**config.mk**
```make
export PLATFORM = sky130hd
export DESIGN_NAME = reorder_buffer
export DESIGN_NICKNAME = d
export VERILOG_FILES = /design/src/rtl/rob_pkg.sv /design/src/rtl/rob_src_lookup.sv /design/src/rtl/reorder_buffer.sv
export SDC_FILE = /design/constraint.sdc
export NUM_CORES = 2
export LEC_CHECK = 0
export CAP_MARGIN = 20
export CELL_PAD_IN_SITES_DETAIL_PLACEMENT = 0
export CELL_PAD_IN_SITES_GLOBAL_PLACEMENT = 1
export CORE_ASPECT_RATIO = 1.75
export CORE_MARGIN = 4
export CORE_UTILIZATION = 45
export DETAILED_ROUTE_END_ITERATION = 16
export GPL_ROUTABILITY_DRIVEN = 1
export PLACE_DENSITY_LB_ADDON = 0.1
export SLEW_MARGIN = 20
export SYNTH_ARGS = -nofsm -noshare
export SYNTH_HDL_FRONTEND = slang
export SYNTH_SLANG_ARGS = --single-unit
```
**constraint.sdc**
```tcl
create_clock -name clk -period 6.04 [get_ports clk]
set_input_delay 1.51 -clock clk [delete_from_list [all_inputs] [get_ports clk]]
set_output_delay 1.51 -clock clk [all_outputs]
set_load 0.02 [all_outputs]
```
**src/rtl/rob_pkg.sv**
```systemverilog
// Reorder buffer shared types and defaults.
// Kind encodings follow the alloc_kind port.
package rob_pkg;
  localparam int ROB_DEPTH    = 16;
  localparam int ROB_XLEN     = 32;
  localparam int ROB_WB_PORTS = 2;

  typedef enum logic [1:0] {
    K_NORMAL = 2'd0,
    K_STORE  = 2'd1,
    K_BRANCH = 2'd2,
    K_JALR   = 2'd3
  } kind_e;
endpackage

```
**src/rtl/rob_src_lookup.sv**
```systemverilog
// Operand lookup by ROB tag with same-cycle writeback bypass.
// Lowest-numbered writeback port wins on a tag match.
module rob_src_lookup
  import rob_pkg::*;
#(
  parameter int DEPTH    = ROB_DEPTH,
  parameter int XLEN     = ROB_XLEN,
  parameter int WB_PORTS = ROB_WB_PORTS,
  parameter int IDXW     = $clog2(DEPTH)
) (
  input  logic [IDXW-1:0]          i_tag,
  input  logic [WB_PORTS-1:0]      i_wb_valid,
  input  logic [WB_PORTS*IDXW-1:0] i_wb_tag,
  input  logic [WB_PORTS*XLEN-1:0] i_wb_val,
  input  logic [DEPTH-1:0]         i_ready,
  input  logic [XLEN-1:0]          i_val,
  output logic                     o_ready,
  output logic [XLEN-1:0]          o_val
);

  always_comb begin
    o_ready = i_ready[i_tag];
    o_val   = o_ready ? i_val : XLEN'(i_tag);
    for (int p = WB_PORTS - 1; p >= 0; p--) begin
      if (i_wb_valid[p] && i_wb_tag[p*IDXW +: IDXW] == i_tag) begin
        o_ready = 1'b1;
        o_val   = i_wb_val[p*XLEN +: XLEN];
      end
    end
  end

endmodule

```
**src/rtl/reorder_buffer.sv**
```systemverilog
// Circular reorder buffer: in-order commit, branch/jalr flush,
// multi-port writeback and two bypassed operand lookups.
module reorder_buffer
  import rob_pkg::*;
#(
  parameter int DEPTH    = ROB_DEPTH,
  parameter int XLEN     = ROB_XLEN,
  parameter int WB_PORTS = ROB_WB_PORTS,
  localparam int IDXW    = $clog2(DEPTH)
) (
  input  logic                     clk,
  input  logic                     rst,
  input  logic                     rdy,
  input  logic                     alloc_valid,
  input  logic [1:0]               alloc_kind,
  input  logic [4:0]               alloc_rd,
  input  logic                     alloc_pred,
  input  logic [XLEN-1:0]          alloc_val,
  input  logic                     alloc_done,
  output logic [IDXW-1:0]          alloc_tag,
  output logic                     full,
  output logic [IDXW:0]            count,
  input  logic [2*IDXW-1:0]        src_tag,
  output logic [1:0]               src_ready,
  output logic [2*XLEN-1:0]        src_val,
  input  logic [WB_PORTS-1:0]      wb_valid,
  input  logic [WB_PORTS*IDXW-1:0] wb_tag,
  input  logic [WB_PORTS*XLEN-1:0] wb_val,
  output logic                     commit_valid,
  output logic [IDXW-1:0]          commit_tag,
  output logic [4:0]               commit_rd,
  output logic [XLEN-1:0]          commit_val,
  output logic                     store_go,
  output logic                     flush,
  output logic [XLEN-1:0]          redirect_pc
);

  localparam int CW = IDXW + 1;

  logic [IDXW-1:0]  r_head;
  logic [IDXW-1:0]  r_tail;
  logic [CW-1:0]    r_count;
  logic [DEPTH-1:0] r_busy;
  logic [DEPTH-1:0] r_ready;
  logic [DEPTH-1:0] r_mis;
  logic [DEPTH-1:0] r_pred;
  kind_e            r_kind [DEPTH];
  logic [4:0]       r_rd   [DEPTH];
  logic [XLEN-1:0]  r_val  [DEPTH];
  logic             r_flush;
  logic [XLEN-1:0]  r_redirect;

  logic                w_alloc;
  logic                w_commit;
  logic                w_empty;
  logic                w_redir;
  kind_e               w_hk;
  logic [IDXW-1:0]     w_wbt [WB_PORTS];
  logic [XLEN-1:0]     w_wbv [WB_PORTS];
  logic [WB_PORTS-1:0] w_wbhit;

  for (genvar p = 0; p < WB_PORTS; p++) begin : g_wb
    assign w_wbt[p]   = wb_tag[p*IDXW +: IDXW];
    assign w_wbv[p]   = wb_val[p*XLEN +: XLEN];
    assign w_wbhit[p] = wb_valid[p] && r_busy[w_wbt[p]];
  end

  assign w_hk     = r_kind[r_head];
  assign w_empty  = (r_count == '0);
  assign full     = (r_count == CW'(DEPTH));
  assign w_alloc  = alloc_valid && rdy && !full && !r_flush;
  assign w_commit = !w_empty && r_ready[r_head] && rdy && !r_flush;
  assign w_redir  = (w_hk == K_JALR) ||
                    (w_hk == K_BRANCH && r_mis[r_head]);

  assign alloc_tag    = r_tail;
  assign count        = r_count;
  assign commit_tag   = r_head;
  assign commit_rd    = r_rd[r_head];
  assign commit_val   = r_val[r_head];
  assign commit_valid = w_commit && r_rd[r_head] != 5'd0 &&
                        (w_hk == K_NORMAL || w_hk == K_JALR);
  assign store_go     = !w_empty && w_hk == K_STORE;
  assign flush        = r_flush;
  assign redirect_pc  = r_redirect;

  // Payload needs no reset; busy/ready gate every use of it.
  always_ff @(posedge clk) begin
    if (rdy && !r_flush) begin
      for (int p = WB_PORTS - 1; p >= 0; p--) begin
        if (w_wbhit[p]) begin
          if (r_kind[w_wbt[p]] == K_BRANCH)
            r_mis[w_wbt[p]] <= w_wbv[p][0] != r_pred[w_wbt[p]];
          else
            r_val[w_wbt[p]] <= w_wbv[p];
        end
      end
      if (w_alloc) begin
        r_kind[r_tail] <= kind_e'(alloc_kind);
        r_rd[r_tail]   <= alloc_rd;
        r_pred[r_tail] <= alloc_pred;
        r_val[r_tail]  <= alloc_val;
        r_mis[r_tail]  <= 1'b0;
      end
    end
  end

  always_ff @(posedge clk or posedge rst) begin
    if (rst) begin
      r_head     <= '0;
      r_tail     <= '0;
      r_count    <= '0;
      r_busy     <= '0;
      r_ready    <= '0;
      r_flush    <= 1'b0;
      r_redirect <= '0;
    end else if (rdy) begin
      if (r_flush) begin
        r_head  <= '0;
        r_tail  <= '0;
        r_count <= '0;
        r_busy  <= '0;
        r_ready <= '0;
        r_flush <= 1'b0;
      end else begin
        for (int p = 0; p < WB_PORTS; p++)
          if (w_wbhit[p]) r_ready[w_wbt[p]] <= 1'b1;
        if (w_commit) begin
          r_busy[r_head]  <= 1'b0;
          r_ready[r_head] <= 1'b0;
          r_head          <= r_head + 1'b1;
          if (w_redir) begin
            r_flush    <= 1'b1;
            r_redirect <= r_val[r_head];
          end
        end
        if (w_alloc) begin
          r_busy[r_tail]  <= 1'b1;
          r_ready[r_tail] <= alloc_done || alloc_kind == K_STORE;
          r_tail          <= r_tail + 1'b1;
        end
        r_count <= r_count + CW'(w_alloc) - CW'(w_commit);
      end
    end
  end

  for (genvar s = 0; s < 2; s++) begin : g_src
    rob_src_lookup #(
      .DEPTH(DEPTH), .XLEN(XLEN),
      .WB_PORTS(WB_PORTS), .IDXW(IDXW)
    ) u_src (
      .i_tag      (src_tag[s*IDXW +: IDXW]),
      .i_wb_valid (wb_valid),
      .i_wb_tag   (wb_tag),
      .i_wb_val   (wb_val),
      .i_ready    (r_ready),
      .i_val      (r_val[src_tag[s*IDXW +: IDXW]]),
      .o_ready    (src_ready[s]),
      .o_val      (src_val[s*XLEN +: XLEN])
    );
  end

endmodule

```
Word-level counts from Yosys, hierarchy flattened. Memories as Yosys holds them, arrays and structs flattened. Index checks and enable logic that the tools add are counted.

Register bits: 110. Memory bits (writable): 624. Input bits: 127. Output and inout port bits: 152. Word-level logic and storage cells: 164. Memories kept: 3.

Memory list: r_val (words 16, width 32, read ports 3, clocked after memory_dff 0, write ports 3, line reorder_buffer.sv:49) `logic [XLEN-1:0] r_val [DEPTH];`; r_rd (words 16, width 5, read ports 1, clocked after memory_dff 0, write ports 1, line reorder_buffer.sv:48) `logic [4:0] r_rd [DEPTH];`; r_kind (words 16, width 2, read ports 3, clocked after memory_dff 0, write ports 1, line reorder_buffer.sv:47) `kind_e r_kind [DEPTH];`.

$add $sub $neg: 4. $lt $le $gt $ge: 10. Eq/ne operators: 13. Muxes and demuxes: 80. Bitwise gates (word level): 9. Reductions and logical operators: 36.

Operators by type and width (number): 16-bit two-way mux (23); 32-bit two-way mux (6); 16-bit bitwise mux (4); 16-bit bitwise AND (3); 16-bit bitwise OR (3); 1-bit binary-select mux with 4-bit select (8); 16-bit inverter (2); 4-bit by 5-bit < comparator with 1-bit output (second input constant) (6); 1-bit two-way mux (30); 1-bit logical AND (21); 1-bit demux with 4-bit select (4); 4-bit == test (4); 4-bit by 1-bit >= comparator with 1-bit output (second input constant) (4); 4-bit two-way mux (4); 4-bit by 1-bit adder with 4-bit output (second input constant) (2); 2-bit == test (second input constant) (4); 2-bit AND reduction (3); 5-bit by 1-bit adder with 5-bit output (1); 5-bit == test (second input constant) (1); 5-bit logical NOT (1); 5-bit two-way mux (1); 5-bit nonzero test (1); 5-bit by 1-bit subtractor with 5-bit output (1); 2-bit by 1-bit == test with 1-bit output (second input constant) (2); other kinds (7) (13).

Depth between registers and ports, before layout.
Depth in word-level cells: 19. Gate-level depth with buffers: 20. Depth with buffers taken out: 19.

By module. From an unflattened synthesis, not the netlist that was laid out.

Cells, all modules: 4932. Area, all modules: 53359.9 um^2.

Modules (own cells, without submodules): reorder_buffer (instances 1, cells an instance 4578, area an instance 51202.9 um^2, sequential area each 21650.8 um^2); rob_src_lookup (instances 2, cells an instance 177, area an instance 1078.5 um^2, sequential area each 0.0 um^2).

Worst setup path before layout. OpenSTA, ideal clock, no wires.

Path kind: input-to-output. Start: input port src_tag[4]. End: output port src_val[34]. Arrival: 3.781 ns. Data required time: 4.530 ns. Slack: 0.749 ns. Stages: 8. Cell sequence: buf_2 > clkbuf_1 > buf_2 > xor2_1 > nor4_2 > clkbuf_1 > a21oi_1 > o21ai_0.

Cells in the longest elaborated chain, start to end: 5.

Ends and longest elaborated chain: from (decl) (line reorder_buffer.sv:23) `input logic [2*IDXW-1:0] src_tag,`; 1-bit binary-select mux with 4-bit select (line rob_src_lookup.sv:22) `o_ready = i_ready[i_tag];`; 1-bit two-way mux (not written as such) (line rob_src_lookup.sv:22); 32-bit two-way mux (line rob_src_lookup.sv:23) `o_val = o_ready ? i_val : XLEN'(i_tag);`; 32-bit two-way mux (line rob_src_lookup.sv:25) `if (i_wb_valid[p] && i_wb_tag[p*IDXW +: IDXW] == i_tag) begin`; 32-bit two-way mux (*) (line rob_src_lookup.sv:25); to (decl) (line reorder_buffer.sv:25) `output logic [2*XLEN-1:0] src_val,`.

Every way passes the cells marked *; elsewhere a longest branch is shown, timed or not. The select of a mux whose other input is x is not followed.

Final worst setup path.
Start: input port src_tag[4]. End: output port src_val[38].

Same word-level chain as after synthesis.

==> summary.txt <==
Finish
  – NumNets Final: 4641
  – Final instance area: 59150 um^2
  – Share of layout cells above drive strength 1: 0.2232
  – Area Overhead vs Synth: 15.17%
  – Fillers: 9854
  – Reg area: 21670 um^2
  – Multi-input combinational cell area: 27410 um^2

Global route
  – First-pass GRT wire length: 316.7 mm
  – Gr usage total: 0.3702
  – Initial antenna violation count: 14
  – Grt ovf: 0
  – Pin count of the biggest net entering global routing: 84
  – Via count of the first global-routing pass: 41410

Synthesis
  – Synth cell types: 82
  – Synth top cells by count: 656 x edfxtp_1, 562 x nand2_1, 522 x mux4_2
  – Post-synth EDFFs: 656
  – Share of the synthesized area in the top cell type: 0.3836
  – Most common flop cell mapped by yosys: edfxtp_1
  – Synth Instances: 4470
  – Yosys warnings: 0
  – Yosys top cell by area: edfxtp_1
  – Register area share after synthesis: 0.4216
  – Synth Cell Area: 51360 um^2
  – Synth area leaders: edfxtp_1 38%, mux4_2 23%, mux2i_1 6.9%, a21oi_1 4.5%, nand2_1 4.1%
  – Synthesized flop and latch total: 734
  – Most frequent cell after synthesis: edfxtp_1
  – Syn_nets: 4615
  – Avg Cell Area, Syn: 11.49 um^2
  – Async set-reset flop share out of synthesis: 0.1063

Floorplan
  – Top Ports: 279
  – Die Y: 454.9 um
  – Rows: 163
  – Placeable Area: 113000 um^2
  – Die area: 119800 um^2
  – Die W: 263.4 um
  – Initial Utilization: 0.4545

Critical path
  – Crit. End Element: primary output
  – Startpoint types: input port
  – Critical Path Fanout Max: 14
  – CP Data Arrival Time: 4.38 ns
  – Crit path kind: in2out
  – Critical path data required time: 4.53 ns

Clock tree
  – Max Root-Sink Buffers: 3
  – Post-CTS sizing: 0
  – Clock latency on the worst-skew pair: 0.71 ns
  – Htree depth: 3
  – CTS root buf: clkbuf_16
  – CTS clock-pin slew for the worst setup and hold paths: 0.06 ns
  – Num Clock Sinks: 734
  – Hold Buf Count CTS: 0
  – CTS buffer count: 78
  – Setup Buffers After CTS: 0
  – CTS tree: yes

Timing
  – Final period util: 0.9760
  – Clk_skew: 0.03198 ns
  – RSZ-0062 raised after global routing: no
  – Max Clk Rate: 169.6 MHz
  – Fin crit period: 5.895 ns
  – Fin. max-slew vios: 0
  – Fin. Hold Viols: 0
  – WHS: 0.5104 ns
  – Least-Margin Pin Slew: 1.189 ns
  – TNS Setup: 0 ns
  – Slew headroom: 0.2075
  – Final Setup Violations: 0

Routing
  – TritonRoute pass-1 iters: 6
  – Wire length on met1: 76.19 mm
  – Post-Route WL: 227.7 mm
  – Metal2 WL: 108.7 mm
  – DR DRC count: 0
  – Detailed Route Iter0 Violations: 6074
  – Vias per cell: 6.961
  – Vias: 42180
  – Highest metal used: met5
  – Routed met3 length: 22.18 mm
  – ANT nets after route: 0
  – Average wire per cell in the routed design: 37.58 um

Place
  – DP Wirelength: 142.3 mm
  – GP Congestion: 0.9176
  – Post-DP Area: 56420 um^2
  – Port Buffer Count: 278

Pwr
  – NetSw: 6.431 mW
  – Clock group share of total power: 0.287
  – Comb pwr share: 0.357
  – Share of power burned in registers: 0.356
  – Power per Cell Area: 312.8 nW/um^2
  – Sw Share: 0.3475
  – Max VDD drop: 0.2094 mV
  – Leak Pwr: 20.29 nW
  – Cell-internal power: 12.07 mW

Min path
  – Hold Path Class: reg2reg

Run
  – Max_cap viols: 0

Outcome
  – Outcome: finished clean
[cells by family after synthesis]
kind of cell / count (synthesis) / share of synthesized area
DFF: 734 / 0.4216
and+or+nand+nor: 1297 / 0.1088
xor gates and xnor gates: 22 / 0.003752
buffers and inverters: 607 / 0.05168
adders and majority gates: 18 / 0.004532
muxes: 930 / 0.3150
AOI/OAI and AO/OA: 862 / 0.09458
[power groups by stage]
stage	combinational, mW	sequential [mW]	clock, mW
floorplan	4.00	6.52	0
global placement	6.51	6.67	0
detailed placement	6.55	6.68	0
CTS	6.57	6.58	5.34
global route	6.89	6.64	5.53
finish	6.61	6.59	5.30
[layer usage]
layer	up-vias	global-route usage
met4	4	0.2724
met1	21140	0.4337
li1	17060	-
met5	-	0
met3	894	0.06884
met2	3078	0.6121
[worst paths after layout]
check,start,end,slack [ns],cells past startpoint
worst max-delay path,src_tag[4],src_val[38],0.15,9
worst min-delay path,redirect_pc[10]$_DFFE_PP0P_,redirect_pc[10]$_DFFE_PP0P_,0.51,1
worst max register to register,commit_tag[0]$_DFFE_PP0P_,count[4]$_DFFE_PP0P_,1.15,19
worst min register to register,redirect_pc[10]$_DFFE_PP0P_,redirect_pc[10]$_DFFE_PP0P_,0.51,1
max in group asynchronous,rst,commit_tag[1]$_DFFE_PP0P_,3.54,3
min in group asynchronous,rst,redirect_pc[23]$_DFFE_PP0P_,1.29,2
[layout by cell type (no fill, tap or decap), types with 12 or more instances in the layout]
cell and count:
edfxtp_1 656, nand2_1 531, mux4_2 522, nor2_1 489, a21oi_1 457, mux2i_1 356, clkdlybuf4s50_1 270, buf_4 178
o21ai_0 154, a31oi_1 149, clkbuf_16 82, dfrtp_1 74, nor3b_1 62, buf_12 62, nand3_1 32, inv_1 32
mux2_4 29, nand2_4 25, and3_1 25, nand2b_1 20, nor2b_1 19, ha_1 17, clkinv_2 15, and2_1 14
diode_2 13, nor3_1 13, mux2_2 12, a22oi_1 12, xor2_1 12, clkbuf_1 12
[per-stage QoR]
step	power (mW)	util	instances	setup WS (ns)
after detailed placement	13.23	0.4993	5901	0.2038
after CTS	18.49	0.5232	6046	0.2018
final	18.50	0.5235	6059	0.1452
after floorplan	10.52	-	4470	0.7487
after global placement	13.17	0.4993	5901	0.1886
after global routing	19.06	0.5233	6052	0.1059
[critical path: stages]
cell and delay (ns):
buf_8 0.10, buf_12 0.18, buf_4 0.34, mux4_2 0.54
mux4_2 0.50, nor3b_1 0.15, a21oi_1 0.32, o21ai_0 0.13
clkdlybuf4s50_1 0.58
[registers in the layout, summed over array words and instances, names as in the netlist]
register	cells
alloc_tag	4
commit_tag	4
count	5
flush	1
r_busy	16
r_kind	32
r_mis	16
r_pred	16
r_rd	80
r_ready	16
r_val	512
redirect_pc	32
[final cells by class]
type,instances,area share
Inverter,39,0.002539
Timing Repair Buffer,514,0.09016
Tap cell,1485,0.03141
Clock buffer,101,0.03708
Sequential cell,734,0.3663
Multi-Input combinational cell,3129,0.4635
Clock inverter,44,0.008483
Antenna cell,13,0.0005500
Power figures use the tool's default switching activity.
